===== src/rtl/ddr_arb_pkg.sv =====
// Shared types and the round-robin helper for the DDR port arbiter.
package ddr_arb_pkg;

  localparam int unsigned DDR_WORD_W = 128;
  localparam int unsigned MAX_REQ    = 8;
  localparam int unsigned MAX_REQ_W  = 3;

  typedef enum logic [1:0] {
    IDLE  = 2'd0,
    WDATA = 2'd1,
    WCMD  = 2'd2,
    RCMD  = 2'd3
  } arb_state_t;

  // First set bit of valid searching upward from last+1, wrapping at nreq.
  function automatic logic [MAX_REQ_W-1:0] rr_pick(input logic [MAX_REQ-1:0]   valid,
                                                   input logic [MAX_REQ_W-1:0] last,
                                                   input int unsigned          nreq);
    logic [MAX_REQ_W-1:0] pick;
    logic                 found;
    int unsigned          idx;
    pick  = last;
    found = 1'b0;
    for (int unsigned i = 1; i <= MAX_REQ; i++) begin
      if (i <= nreq) begin
        idx = (32'(last) + i) % nreq;
        if (!found && valid[idx[MAX_REQ_W-1:0]]) begin
          pick  = idx[MAX_REQ_W-1:0];
          found = 1'b1;
        end
      end
    end
    return pick;
  endfunction

endpackage


===== src/rtl/ddr_arb_tag_fifo.sv =====
// In-order FIFO of requester tags for outstanding read bursts; push and pop may coincide.
module ddr_arb_tag_fifo #(
  parameter int unsigned W     = 2,
  parameter int unsigned DEPTH = 16
) (
  input  logic         CLK,
  input  logic         Reset,
  input  logic         push_i,
  input  logic [W-1:0] push_tag_i,
  input  logic         pop_i,
  output logic [W-1:0] head_o,
  output logic         empty_o,
  output logic         full_o
);

  localparam int unsigned PW = $clog2(DEPTH);
  localparam int unsigned CW = PW + 1;

  logic [W-1:0]  mem_q [DEPTH];
  logic [PW-1:0] wr_q;
  logic [PW-1:0] rd_q;
  logic [CW-1:0] cnt_q;
  logic          do_push;
  logic          do_pop;

  assign empty_o = (cnt_q == '0);
  assign full_o  = (cnt_q == CW'(DEPTH));
  assign head_o  = mem_q[rd_q];
  assign do_push = push_i && !full_o;
  assign do_pop  = pop_i && !empty_o;

  always_ff @(posedge CLK) begin
    if (Reset) begin
      wr_q  <= '0;
      rd_q  <= '0;
      cnt_q <= '0;
    end else begin
      if (do_push) wr_q <= wr_q + PW'(1);
      if (do_pop)  rd_q <= rd_q + PW'(1);
      case ({do_push, do_pop})
        2'b10:   cnt_q <= cnt_q + CW'(1);
        2'b01:   cnt_q <= cnt_q - CW'(1);
        default: cnt_q <= cnt_q;
      endcase
    end
  end

  // Storage needs no reset: only entries between the pointers are ever read.
  always_ff @(posedge CLK) begin
    if (do_push) mem_q[wr_q] <= push_tag_i;
  end

endmodule


===== src/rtl/ddr_port_arbiter.sv =====
// Round-robin sharing of one DDR2 controller front-end among NREQ requesters,
// one burst command per grant, with tag-routed in-order read returns.
module ddr_port_arbiter
  import ddr_arb_pkg::*;
#(
  parameter int unsigned NREQ        = 4,
  parameter int unsigned AW          = 28,
  parameter int unsigned BURST_WORDS = 2,
  parameter int unsigned TAG_DEPTH   = 16
) (
  input  logic                         CLK,
  input  logic                         Reset,
  input  logic [NREQ-1:0]              req_valid,
  input  logic [NREQ-1:0]              req_read,
  input  logic [NREQ*AW-1:0]           req_addr,
  input  logic [NREQ*DDR_WORD_W-1:0]   req_wdata,
  output logic [NREQ-1:0]              req_wnext,
  output logic [NREQ-1:0]              req_ready,
  output logic [NREQ-1:0]              rd_valid,
  output logic [DDR_WORD_W-1:0]        rd_data,
  output logic                         orphan_err,
  output logic [AW-1:0]                Address,
  output logic                         Read,
  output logic                         WriteAF,
  input  logic                         AFfull,
  output logic [DDR_WORD_W-1:0]        WriteData,
  output logic                         WriteWB,
  input  logic                         WBfull,
  input  logic [DDR_WORD_W-1:0]        ReadData,
  input  logic                         RBempty,
  output logic                         ReadRB
);

  localparam int unsigned GW = $clog2(NREQ);
  localparam int unsigned BW = (BURST_WORDS > 1) ? $clog2(BURST_WORDS) : 1;

  arb_state_t            state_q, state_d;
  logic [GW-1:0]         grant_q, grant_d;
  logic [GW-1:0]         last_q, last_d;
  logic [BW-1:0]         wcnt_q, wcnt_d;
  logic [BW-1:0]         rcnt_q, rcnt_d;
  logic [NREQ-1:0]       rd_valid_q;
  logic [DDR_WORD_W-1:0] rd_data_q;
  logic                  orphan_q;

  logic [GW-1:0]         pick;
  logic [NREQ-1:0]       grant_oh;
  logic [AW-1:0]         addr_sel;
  logic [DDR_WORD_W-1:0] wdata_sel;
  logic                  tag_push, tag_pop, tag_empty, tag_full;
  logic [GW-1:0]         tag_head;
  logic [NREQ-1:0]       tag_oh;
  logic                  rb_take;

  assign pick = GW'(rr_pick(MAX_REQ'(req_valid), MAX_REQ_W'(last_q), NREQ));

  // Per-requester slices selected by the registered grant.
  always_comb begin
    grant_oh  = '0;
    addr_sel  = '0;
    wdata_sel = '0;
    for (int unsigned i = 0; i < NREQ; i++) begin
      if (GW'(i) == grant_q) begin
        grant_oh[i] = 1'b1;
        addr_sel    = req_addr[i*AW +: AW];
        wdata_sel   = req_wdata[i*DDR_WORD_W +: DDR_WORD_W];
      end
    end
  end

  always_comb begin
    state_d   = state_q;
    grant_d   = grant_q;
    last_d    = last_q;
    wcnt_d    = wcnt_q;
    WriteWB   = 1'b0;
    WriteData = '0;
    WriteAF   = 1'b0;
    Read      = 1'b0;
    Address   = '0;
    req_wnext = '0;
    req_ready = '0;
    tag_push  = 1'b0;
    unique case (state_q)
      IDLE: begin
        if (|req_valid) begin
          grant_d = pick;
          last_d  = pick;
          state_d = req_read[pick] ? RCMD : WDATA;
        end
      end
      WDATA: begin
        WriteWB   = !WBfull;
        WriteData = wdata_sel;
        if (WriteWB) begin
          req_wnext = grant_oh;
          if (wcnt_q == BW'(BURST_WORDS - 1)) begin
            wcnt_d  = '0;
            state_d = WCMD;
          end else begin
            wcnt_d = wcnt_q + BW'(1);
          end
        end
      end
      WCMD: begin
        WriteAF = !AFfull;
        Address = addr_sel;
        if (WriteAF) begin
          req_ready = grant_oh;
          state_d   = IDLE;
        end
      end
      RCMD: begin
        // A full tag FIFO holds the read command back rather than losing its route.
        WriteAF = !AFfull && !tag_full;
        Read    = 1'b1;
        Address = addr_sel;
        if (WriteAF) begin
          tag_push  = 1'b1;
          req_ready = grant_oh;
          state_d   = IDLE;
        end
      end
      default: state_d = IDLE;
    endcase
  end

  // Return path: drain the read buffer only while a tag names the owner.
  assign rb_take = !RBempty && !tag_empty;
  assign ReadRB  = rb_take;
  assign tag_pop = rb_take && (rcnt_q == BW'(BURST_WORDS - 1));
  assign tag_oh  = NREQ'(1) << tag_head;

  always_comb begin
    rcnt_d = rcnt_q;
    if (rb_take) rcnt_d = tag_pop ? '0 : rcnt_q + BW'(1);
  end

  ddr_arb_tag_fifo #(
    .W     (GW),
    .DEPTH (TAG_DEPTH)
  ) u_tag_fifo (
    .CLK        (CLK),
    .Reset      (Reset),
    .push_i     (tag_push),
    .push_tag_i (grant_q),
    .pop_i      (tag_pop),
    .head_o     (tag_head),
    .empty_o    (tag_empty),
    .full_o     (tag_full)
  );

  always_ff @(posedge CLK) begin
    if (Reset) begin
      state_q    <= IDLE;
      grant_q    <= '0;
      last_q     <= GW'(NREQ - 1);
      wcnt_q     <= '0;
      rcnt_q     <= '0;
      rd_valid_q <= '0;
      rd_data_q  <= '0;
      orphan_q   <= 1'b0;
    end else begin
      state_q    <= state_d;
      grant_q    <= grant_d;
      last_q     <= last_d;
      wcnt_q     <= wcnt_d;
      rcnt_q     <= rcnt_d;
      rd_valid_q <= rb_take ? tag_oh : '0;
      if (rb_take) rd_data_q <= ReadData;
      if (!RBempty && tag_empty) orphan_q <= 1'b1;
    end
  end

  assign rd_valid   = rd_valid_q;
  assign rd_data    = rd_data_q;
  assign orphan_err = orphan_q;

endmodule

===== config.mk =====
export PLATFORM = sky130hd
export DESIGN_NAME = ddr_port_arbiter
export DESIGN_NICKNAME = d
export VERILOG_FILES = /design/src/rtl/ddr_arb_pkg.sv /design/src/rtl/ddr_arb_tag_fifo.sv /design/src/rtl/ddr_port_arbiter.sv
export SDC_FILE = /design/constraint.sdc
export NUM_CORES = 1
export LEC_CHECK = 0
export ABC_AREA = 1
export CORE_AREA = 5 5 409 411
export DETAILED_ROUTE_END_ITERATION = 6
export DIE_AREA = 0 0 414 416
export PLACE_DENSITY = 0.39
export SLEW_MARGIN = 15
export SYNTH_ARGS = -nofsm -noshare
export SYNTH_HDL_FRONTEND = slang
export SYNTH_SLANG_ARGS = --single-unit

===== constraint.sdc =====
create_clock -name CLK -period 3.7 [get_ports CLK]
set_input_delay 0.925 -clock CLK [delete_from_list [all_inputs] [get_ports CLK]]
set_output_delay 0.925 -clock CLK [all_outputs]
set_load 0.02 [all_outputs]

==> results.txt <==
The half-perimeter wire length after detailed placement came out at 106000 um. The total clock buffers created by CTS is 17. The TritonCTS clock tree is done.

No sink is reached through more buffers than the 2 on the longest clock path. Entering global routing, the biggest net connects 133 pins. The critical path data arrival time is 2.72 ns.

The combined buffer and inverter count along the critical path came out at 5. The type of destination of the critical path is a primary output. The largest single stage delay on the critical path is 0.49 ns.

The count of synthesis-stage warnings from yosys came out at 0. The initial utilization of the core area, before any placement, comes to 0.0746. The die outline area came out at 0.172 sq mm. In the post-synthesis netlist, the biggest area contributors are sky130_fd_sc_hd__dfxtp_1, sky130_fd_sc_hd__nor2_1, sky130_fd_sc_hd__o21ai_0. The finished layout holds 5107 standard cells, fillers aside. The signal on the critical path passes through nor2_4 -> buf_12 -> inv_6 -> buf_12 -> o22ai_1 -> o21ai_2 -> o21ai_1 -> nor2_1 -> buf_4 -> buf_12. The post-synthesis instance total came out at 1869. STA classifies the critical path startpoint as a flip-flop. The most common cell in the netlist is sky130_fd_sc_hd__nor2_1. During placement, the flow inserted port buffers numbering 1065. The number of hold violations in the final report is 0. The cell that appears most often on the critical path is sky130_fd_sc_hd__buf_12.

The placeable core area is 0.164 sq mm. The fraction of layout instances using a drive strength above 1 is 0.0814. The average wire length per cell after detail routing came out at 25.2 um. The initial antenna violation count came to 111.

Ranked by instance count, the synthesized netlist is headed by sky130_fd_sc_hd__nor2_1, sky130_fd_sc_hd__o21ai_0, sky130_fd_sc_hd__nand2_1. The final net count came out at 3658. The final critical path time including I/O delays and setup is 3.65 ns. The number of global-route vias before repair came out at 18136.

Of the post-synthesis cell area, the dominant cell type holds 0.259. STA puts the critical path data required time at 2.77 ns. For this design the ratio of total power to cell area is 602 mW/mm^2. The biggest area contributor in the post-synthesis netlist is sky130_fd_sc_hd__dfxtp_1.

The count of placed standard cells including taps came out at 5044. Measured along the x axis, the die boundary spans 414 um. The DRC marker count from the first detailed-route iteration is 1188. The H-tree was split into 4 levels. The setup path with the least slack is of type flip-flop to primary output. The clock tree skew after final layout came out at 0.0153 ns.

The number of endpoints failing setup at the final stage is 0. The total count of max-transition violations in the final report is 0. The first TritonRoute pass finished after 5 iterations. The dominant delay contributor by cell family on the critical path is buffers and inverters. The most used flip-flop cell after synthesis is sky130_fd_sc_hd__dfxtp_1. The post-route core utilization came out at 0.166.

The number of flops mapped to enable cells by yosys came out at 32. The number of standard-cell rows in the floorplan came out at 149. Compared with the post-synthesis result, the final layout area differs by 122%. The via total after detailed routing came out at 18088. The root buffer cell chosen for the clock tree is sky130_fd_sc_hd__clkbuf_16. The number of sinks driven by the clock tree is 190. The actual slew at the worst max-slew pin came out at 0.851 ns. The maximum clock rate is 274 MHz. The worst slew slack as a fraction of its limit came out at 0.433. For this design, the slowest cell found on the critical path is sky130_fd_sc_hd__dfxtp_4.

For this run the aggregate overflow at the end of global routing stands at 0. Dividing the final minimum period by the clock period gives 0.986. The detailed-route wire length is 129000 um. Dividing the detail-routed via count by the number of cells gives 3.54. The number of placed I/O pins came out at 1066. The path type of the worst min-delay path is flip-flop to flip-flop.

Setup repair after global routing could not meet its margin everywhere. The die span in y came out at 416 um. The count of maximum capacitance violations came out at 0. The first-pass GRT wire length came out at 167000 um. The total non-filler cell area in the finished layout came out at 0.0271 sq mm.

Fill cells in the final layout number 18887. The post-detailed-route count of antenna-violating nets came out at 0. The number of nets handed over by synthesis was 2641. The mean instance size in the synthesized netlist came out at 6.54 sq um.

The flow ran to the end, and the final reports show no timing, DRC or antenna violations. The post-detailed-placement cell area came out at 0.0261 sq mm. The distinct cell type count after synthesis came out at 42.

The post-synth design cell area came out at 0.0122 sq mm. After detailed routing, the number of remaining DRC violations is 0. Of all nets on the critical path, the largest fanout is 32. The latest clock arrival within the worst-skew pair is 0.51 ns.

At the end of routability-driven placement, the weighted congestion stood at 0.918. Clock-pin slew was measured on the worst setup and hold paths at 0.09 ns. The sequential area share after synthesis is 0.338. For this design the static power due to leakage is 10.2 nW. The setup TNS is 0 ns. The flip-flop and latch count after synthesis came out at 190. Of all flip-flops after synthesis, the portion carrying an async set or reset was 0. The largest voltage drop on the vdd net is 0.385 mV. The aggregate global-route resource usage is 0.141.
## cell usage in the layout (no fill, tap or decap), types with 32 or more instances in the layout
| cell type | netlist | final |
|---|---|---|
| sky130_fd_sc_hd__o211ai_1 | 87 | 87 |
| sky130_fd_sc_hd__clkdlybuf4s50_1 | 0 | 961 |
| sky130_fd_sc_hd__o221ai_1 | 46 | 45 |
| sky130_fd_sc_hd__edfxtp_1 | 32 | 32 |
| sky130_fd_sc_hd__dlygate4sd2_1 | 0 | 41 |
| sky130_fd_sc_hd__a21oi_1 | 81 | 81 |
| sky130_fd_sc_hd__inv_1 | 114 | 112 |
| sky130_fd_sc_hd__buf_12 | 0 | 56 |
| sky130_fd_sc_hd__buf_4 | 4 | 77 |
| sky130_fd_sc_hd__nand3_1 | 171 | 169 |
| sky130_fd_sc_hd__nand2_1 | 178 | 176 |
| sky130_fd_sc_hd__o21ai_0 | 261 | 259 |
| sky130_fd_sc_hd__dfxtp_1 | 158 | 156 |
| sky130_fd_sc_hd__nor2_1 | 447 | 444 |
## worst paths after layout
path	from	slack, ns	endpoint	cells past startpoint
worst max-delay path	grant_q[1]$_SDFFE_PP0P_	0.05	WriteData[82]	10
worst min-delay path	u_tag_fifo.rd_q[3]$_SDFFE_PP0P_	0.46	flip-flop	1
worst max register to register	u_tag_fifo.cnt_q[0]$_SDFFE_PP0P_	1.21	u_tag_fifo.cnt_q[4]$_SDFFE_PP0P_	16
worst min register to register	u_tag_fifo.rd_q[3]$_SDFFE_PP0P_	0.46	flip-flop	1
## kinds of logic after synthesis
group / share of synthesized area
xor+xnor: 0.00348
buf+inv: 0.0953
compound gates: 0.270
mux: 0.00246
fa+ha+maj: 0.00717
flops: 0.338
simple gates: 0.284
## sequential cells by signal, indices dropped and copies added, names as in the netlist, named ones only
register          flops
last_q                2
wcnt_q                1
grant_q               2
u_tag_fifo.rd_q       4
u_tag_fifo.wr_q       4
rd_valid              4
rd_data             128
u_tag_fifo.cnt_q      5
rcnt_q                1
state_q               2
orphan_err            1
u_tag_fifo.mem_q     32
## area by class of cell
class	instances	area, sq um	share of cell area
well taps	2189	2740	0.101
multi-input cells	1395	7010	0.258
inverters	125	494	0.0182
diodes	19	47.5	0.00175
clock buffers	17	425	0.0157
flip-flops and latches	190	4130	0.152
repair buffers	1157	12100	0.445
clock inverters	15	210	0.00775
## per-stage QoR
| step | power, mW | hold WS, ns | worst slack (ns) |
|---|---|---|---|
| 2_1_floorplan | 7.89 | 0.426 | 0.787 |
| 3_3_place_gp | 14.1 | 0.436 | -0.0829 |
| 3_5_place_dp | 14.1 | 0.447 | -0.0994 |
| 4_1_cts | 16.6 | 0.459 | -0.0156 |
| 5_1_grt | 17.5 | 0.493 | -0.0391 |
| 6_report | 16.3 | 0.456 | 0.0525 |
## power by group
group	switching [mW]	internal, mW
Clock	1.11	0.948
Combinational	6.90	4.65
Sequential	0.260	2.48
## what timing repair did
item | CTS | global route
buffers inserted | 3 | 4
endpoints found under the hold margin | 0 | 0
pin swaps | 0 | 2
resized for setup | 71 | 11
hold buffers | 0 | 0
setup endpoints to repair | 79 | 25
cloned | 3 | 2
## per-layer routing
layer | wire length (um) | vias up | track usage | part of all wire
met5 | 192 | - | 0 | 0.0015
met4 | 4510 | 30 | 0.0405 | 0.035
met3 | 10800 | 237 | 0.0526 | 0.084
met2 | 68500 | 878 | 0.271 | 0.53
met1 | 44600 | 8512 | 0.142 | 0.35
li1 | - | 8431 | - | -
No activity file was read; power rests on OpenSTA's default activity.
